<file path="src/rtl/scp_light_sequencer_if.sv">
// Control and lamp bundle between the light sequencer and its controller.
// The master modport drives the controls and the slave modport drives the lamps.
// With CYCLE_COUNT_EN defined, the bundle also carries cycle_count.
interface scp_light_sequencer_if;
    logic       enable;
    logic       hold;
    logic       force_red;
    logic       green;
    logic       yellow;
    logic       red;
    logic [5:0] timer;
    logic [2:0] phase;
    logic       phase_done;
`ifdef CYCLE_COUNT_EN
    logic [7:0] cycle_count;

    modport master (
        output enable, hold, force_red,
        input  green, yellow, red, timer, phase, phase_done, cycle_count
    );
    modport slave (
        input  enable, hold, force_red,
        output green, yellow, red, timer, phase, phase_done, cycle_count
    );
`else
    modport master (
        output enable, hold, force_red,
        input  green, yellow, red, timer, phase, phase_done
    );
    modport slave (
        input  enable, hold, force_red,
        output green, yellow, red, timer, phase, phase_done
    );
`endif
endinterface

</file>
<file path="src/rtl/scp_light_sequencer.sv">
// Phase sequencer feeding the scp_079 light monitor.
// The sequence is GREEN -> YELLOW -> RED -> CLEAR -> GREEN, and each phase lasts a fixed
// number of clocks. The sequencer supports enable, hold and a force_red early exit.
// With CYCLE_COUNT_EN defined, a saturating count of completed cycles is added.
module scp_light_sequencer #(
    parameter int unsigned GREEN_CYCLES  = 35,
    parameter int unsigned YELLOW_CYCLES = 5,
    parameter int unsigned RED_CYCLES    = 25,
    parameter int unsigned CLEAR_CYCLES  = 12
) (
    input logic                  clock,
    input logic                  reset,
    scp_light_sequencer_if.slave bus
);
    localparam logic [2:0] PH_IDLE   = 3'd0;
    localparam logic [2:0] PH_GREEN  = 3'd1;
    localparam logic [2:0] PH_YELLOW = 3'd2;
    localparam logic [2:0] PH_RED    = 3'd3;
    localparam logic [2:0] PH_CLEAR  = 3'd4;

    localparam logic [5:0] GREEN_LEN  = 6'(GREEN_CYCLES);
    localparam logic [5:0] YELLOW_LEN = 6'(YELLOW_CYCLES);
    localparam logic [5:0] RED_LEN    = 6'(RED_CYCLES);
    localparam logic [5:0] CLEAR_LEN  = 6'(CLEAR_CYCLES);

    logic [2:0] phase_q, phase_d;
    logic [5:0] timer_q, timer_d;
    logic [5:0] phase_len;
    logic       at_end;
    logic       clear_stall;

    // Length of the phase currently being timed
    always_comb begin
        phase_len = '0;
        case (phase_q)
            PH_GREEN:  phase_len = GREEN_LEN;
            PH_YELLOW: phase_len = YELLOW_LEN;
            PH_RED:    phase_len = RED_LEN;
            PH_CLEAR:  phase_len = CLEAR_LEN;
            default:   phase_len = '0;
        endcase
    end

    assign at_end      = (phase_q != PH_IDLE) && (timer_q == phase_len);
    // Holding force_red at the end of CLEAR keeps the phase saturated instead of letting it re-enter GREEN
    assign clear_stall = (phase_q == PH_CLEAR) && bus.force_red;

    // Next phase/timer; priority is enable low > hold > force_red > normal timing
    always_comb begin
        phase_d = phase_q;
        timer_d = timer_q;
        if (!bus.enable) begin
            phase_d = PH_IDLE;
            timer_d = '0;
        end else if (!bus.hold) begin
            case (phase_q)
                PH_IDLE: begin
                    phase_d = PH_GREEN;
                    timer_d = 6'd1;
                end
                PH_GREEN: begin
                    if (bus.force_red || at_end) begin
                        phase_d = PH_YELLOW;
                        timer_d = 6'd1;
                    end else begin
                        timer_d = timer_q + 6'd1;
                    end
                end
                PH_YELLOW: begin
                    if (at_end) begin
                        phase_d = PH_RED;
                        timer_d = 6'd1;
                    end else begin
                        timer_d = timer_q + 6'd1;
                    end
                end
                PH_RED: begin
                    if (at_end) begin
                        phase_d = PH_CLEAR;
                        timer_d = 6'd1;
                    end else begin
                        timer_d = timer_q + 6'd1;
                    end
                end
                PH_CLEAR: begin
                    if (!at_end) begin
                        timer_d = timer_q + 6'd1;
                    end else if (!clear_stall) begin
                        phase_d = PH_GREEN;
                        timer_d = 6'd1;
                    end
                end
                default: begin
                    phase_d = PH_IDLE;
                    timer_d = '0;
                end
            endcase
        end
    end

    // Phase and timer registers
    always_ff @(posedge clock) begin
        if (reset) begin
            phase_q <= PH_IDLE;
            timer_q <= '0;
        end else begin
            phase_q <= phase_d;
            timer_q <= timer_d;
        end
    end

`ifdef CYCLE_COUNT_EN
    logic [7:0] cycle_count_q, cycle_count_d;

    // Count CLEAR -> GREEN wraps, saturating at 255
    always_comb begin
        cycle_count_d = cycle_count_q;
        if ((phase_q == PH_CLEAR) && (phase_d == PH_GREEN) && (cycle_count_q != '1)) begin
            cycle_count_d = cycle_count_q + 8'd1;
        end
    end

    // Cycle counter register; only reset clears it
    always_ff @(posedge clock) begin
        if (reset) begin
            cycle_count_q <= '0;
        end else begin
            cycle_count_q <= cycle_count_d;
        end
    end

    assign bus.cycle_count = cycle_count_q;
`endif

    // Lamp decode; unused phase codes show red so exactly one lamp is always lit
    always_comb begin
        bus.green  = 1'b0;
        bus.yellow = 1'b0;
        bus.red    = 1'b0;
        case (phase_q)
            PH_GREEN:  bus.green  = 1'b1;
            PH_YELLOW: bus.yellow = 1'b1;
            default:   bus.red    = 1'b1;
        endcase
    end

    assign bus.timer      = timer_q;
    assign bus.phase      = phase_q;
    assign bus.phase_done = at_end && bus.enable && !bus.hold && !clear_stall;
endmodule

</file>
<file path="src/flat_wrapper.sv">
// flat-port wrapper written by rule: the top's interface ports become plain ports
module scp_light_sequencer_flat 
#(
    parameter int unsigned GREEN_CYCLES  = 35,
    parameter int unsigned YELLOW_CYCLES = 5,
    parameter int unsigned RED_CYCLES    = 25,
    parameter int unsigned CLEAR_CYCLES  = 12
)
  (clock, reset, bus_enable, bus_hold, bus_force_red, bus_green, bus_yellow, bus_red, bus_timer, bus_phase, bus_phase_done);
  scp_light_sequencer_if bus_i ();
  input logic clock;
  input logic reset;
  input wire logic [$bits(bus_i.enable)-1:0] bus_enable;
  input wire logic [$bits(bus_i.hold)-1:0] bus_hold;
  input wire logic [$bits(bus_i.force_red)-1:0] bus_force_red;
  output wire logic [$bits(bus_i.green)-1:0] bus_green;
  output wire logic [$bits(bus_i.yellow)-1:0] bus_yellow;
  output wire logic [$bits(bus_i.red)-1:0] bus_red;
  output wire logic [$bits(bus_i.timer)-1:0] bus_timer;
  output wire logic [$bits(bus_i.phase)-1:0] bus_phase;
  output wire logic [$bits(bus_i.phase_done)-1:0] bus_phase_done;
  assign bus_i.enable = bus_enable;
  assign bus_i.hold = bus_hold;
  assign bus_i.force_red = bus_force_red;
  assign bus_green = bus_i.green;
  assign bus_yellow = bus_i.yellow;
  assign bus_red = bus_i.red;
  assign bus_timer = bus_i.timer;
  assign bus_phase = bus_i.phase;
  assign bus_phase_done = bus_i.phase_done;
  scp_light_sequencer #(.GREEN_CYCLES(GREEN_CYCLES), .YELLOW_CYCLES(YELLOW_CYCLES), .RED_CYCLES(RED_CYCLES), .CLEAR_CYCLES(CLEAR_CYCLES)) u_core (.clock(clock), .reset(reset), .bus(bus_i));
endmodule
</file>
<file path="config.mk">
export PLATFORM = sky130hd
export DESIGN_NAME = scp_light_sequencer_flat
export DESIGN_NICKNAME = d
export VERILOG_FILES = /design/src/rtl/scp_light_sequencer_if.sv /design/src/rtl/scp_light_sequencer.sv /design/src/flat_wrapper.sv
export SDC_FILE = /design/constraint.sdc
export NUM_CORES = 1
export LEC_CHECK = 0
export CAP_MARGIN = 5
export CORE_MARGIN = 3
export CORE_UTILIZATION = 51
export CTS_CLUSTER_DIAMETER = 100
export DETAILED_ROUTE_END_ITERATION = 10
export GPL_ROUTABILITY_DRIVEN = 0
export PLACE_DENSITY = 0.82
export SETUP_SLACK_MARGIN = 0.4
export SLEW_MARGIN = 20
export SYNTH_ARGS = -nofsm -noshare
export SYNTH_HDL_FRONTEND = slang
export SYNTH_SLANG_ARGS = --single-unit
</file>
<file path="constraint.sdc">
create_clock -name clock -period 3 [get_ports clock]
set_input_delay 0.75 -clock clock [delete_from_list [all_inputs] [get_ports clock]]
set_output_delay 0.75 -clock clock [all_outputs]
set_load 0.01 [all_outputs]
</file>
==> metrics.md <==
| Metric | Value |
|---|---|
| Mapped Avg Cell Area | 8.93 µm² |
| Yosys warns | 0 |
| Share of the synthesized area in the top cell type | 0.246 |
| EDFF count, synth | 0 |
| Mux cell area share after synthesis | 0.0274 |
| Post-synthesis sequential area ratio | 0.246 |
| Pwr Density | 284 mW/mm² |
| Compound-cell area share of the yosys netlist | 0.325 |
| Placement Setup Slack | 103 ps |
| Ant diodes | 0 |
| Area post-placement | 926 µm² |
| CP cell instances | clkdlybuf4s50_1 -> a31oi_2 -> nand2_1 -> nor3_1 -> clkdlybuf4s15_1 |
| Synth area leader | dfxtp_1 |
| Die height | 43.9 µm |
| Post-Synth Adder-Cell Area | 0.0171 |
| Initial DRT Pass Iterations | 7 |
| Final ANT Viol Nets | 0 |
| Vias in the first global route | 767 |
| I/O Pins | 18 |
| Nets | 111 |
| Final worst setup slack | 407 ps |
| GRT Util Overall | 0.238 |
| Synth Net Count | 88 |
| Hold path depth | 2 |
| Clock latency on the worst-skew pair | 270 ps |
| Max_cap viols | 0 |
| Fin Clk Skew | 2.98 ps |
| Run status | completed |
| Tcrit/Tclk final | 0.864 |
| Vias | 782 |
| P_leak | 0.341 nW |
| TritonCTS buffer count | 3 |
| CTS tree | yes |
| DR vias/cell | 6.57 |
| Ys async rst share | 0 |
| Crit path kind | in -> out |
| Mapped Area | 732 µm² |
| CP endpoint kind | output pin |
| Remaining global-route overflow | 0 |
| WL/cell | 17.0 µm |
| Fmax achieved | 386 MHz |
| Initial antenna violation count | 0 |
| Post-CTS Hold Buffers | 0 |
| Area Overhead vs Synth | 35.7% |
| H-tree levels | 1 |
| Worst reg2reg path depth | 7 |
| Worst hold path type | reg -> reg |
| Clk sinks | 9 |
| Initial cell density of the core | 0.556 |
| Die width | 43.9 µm |
| Predominant post-synthesis flop cell | dfxtp_1 |
| Most common cell in the netlist | dfxtp_1 |
| Fin. Hold Viols | 0 |
| Port buffer count | 17 |
| Number of distinct library cells after synthesis | 45 |
| Worst rel slew slack | 0.725 |
| Peak VDD IR | 0.000274 V |
| Top post-synthesis cells by area | dfxtp_1 (25%), nor3_1 (4.1%), o32ai_4 (3.8%) |
| Initial DRC count | 54 |
| Worst slew pin tran | 409 ps |
| Die area | 0.00193 mm² |
| Synthesized flop and latch total | 9 |
| Setup Viol. Count Final | 0 |
| Layout cell share with drive strength beyond 1 | 0.260 |
| Largest net degree at the start of global routing | 14 |
| Sum Neg Setup Slack | 0 ps |
| DRC violations left | 0 |
| RSZ-0062 raised after global routing | true |
| CP arrival | 1840 ps |
| First-pass GRT wire length | 3.40 mm |
| Mapped Cells | 82 |
| Clock Tree Buf Depth | 2 |
| Crit path largest cell delay | 460 ps |
| Crit-path max FO | 2 |
| Max-slew violations | 0 |
| Wirelength, routed | 2.03 mm |
| CP required | 2250 ps |
| Clock input transition at the sequential cells of the worst setup and hold paths | 70 ps |
| Xor and xnor fraction of the mapped netlist area | 0.0359 |
| Post-DP HPWL | 1.40 mm |
| Site Rows | 13 |
| Most frequent cells after synthesis | dfxtp_1 (9), nor3_1 (6), nand2_1 (5) |
| Core footprint | 0.00132 mm² |
| Fin crit period | 2590 ps |
| Slowest CP cell | clkdlybuf4s50_1 |
| Clock root cell | clkbuf_4 |
| Post-synthesis simple-gate area fraction | 0.279 |
| Main combinational cell family by area after synthesis | compound AO/OA/AOI/OAI gates |
| Final instance area | 993 µm² |
| Startpoint Class | input port |
## flip-flops by register name (all words and copies together), names as in the netlist
name,flops
u_core.bus.phase,3
u_core.bus.timer,6
## timing repair
item,4_1_cts,5_1_grt
setup endpoints to repair,1,3
resized for setup,4,3
buffers inserted,1,0
endpoints found under the hold margin,0,0
pin swaps,2,1
## power by group
| group | leakage, nW | internal, mW | switching [mW] | total (mW) |
|---|---|---|---|---|
| Clock | 0.0177 | 0.0495 | 0.0505 | 0.100 |
| Combinational | 0.250 | 0.0266 | 0.0301 | 0.0567 |
| Sequential | 0.0733 | 0.122 | 0.00362 | 0.125 |
| Total | 0.341 | 0.198 | 0.0843 | 0.282 |
## area by class of cell
type / count / area, µm²
well taps: 15 / 18.8
inverters: 3 / 11.3
flip-flops and latches: 9 / 181
multi-input cells: 64 / 532
clock inverters: 1 / 5.00
fillers: 104 / 324
clock buffers: 3 / 22.5
repair buffers: 24 / 223
## per-stage QoR
stage	hold WS, ps	utilization	total power [mW]	cells
finish	567	0.754	0.282	119
global placement	543	0.703	0.181	114
global route	615	0.754	0.295	119
floorplan	542	-	0.160	82
detailed placement	554	0.703	0.182	114
CTS	565	0.740	0.281	119
## cells by family (layout without fill, tap and decap cells)
family | Yosys count | count (layout)
fa+ha+maj | 1 | 1
mux | 2 | 2
xor+xnor | 3 | 3
compound gates | 24 | 24
flops | 9 | 9
simple gates | 34 | 34
buf+inv | 9 | 31
## metal layers
| layer | global-route usage | routed length, µm | vias up |
|---|---|---|---|
| met5 | 0 | 0 | - |
| met4 | 0.139 | 38 | 0 |
| met3 | 0.0788 | 192 | 8 |
| met2 | 0.372 | 1020 | 47 |
| met1 | 0.281 | 774 | 368 |
| li1 | - | - | 359 |
## worst paths after layout
kind / start / slack [ps] / to
worst max-delay path: bus_hold / 410 / bus_phase_done
worst min-delay path: u_core.bus.timer[0] / 570 / u_core.bus.timer[0]
worst max register to register: u_core.bus.timer[3] / 860 / u_core.bus.phase[2]
worst min register to register: u_core.bus.timer[0] / 570 / u_core.bus.timer[0]
## critical path, delay by kind of cell
family                 cells  cell delay, ps
buffers and inverters      2             720
AND/OR/NAND/NOR            2             190
AO/OA/AOI/OAI              1             180
## cell usage in the layout, fill, tap and decap left out, types with 2 or more instances in the layout
master and n:
clkdlybuf4s50_1 16, nand2b_1 3, nand2_1 5, inv_1 3, xnor2_1 2, nor3b_2 2, mux2i_1 2, nor3_1 5
a211oi_2 2, dfxtp_1 8, nor2_1 3, clkbuf_4 3, and4_1 2, o31ai_1 2, buf_4 7, a21oi_1 4
nor3_2 2, nand3_1 4
(Power assumes the default switching activity.)
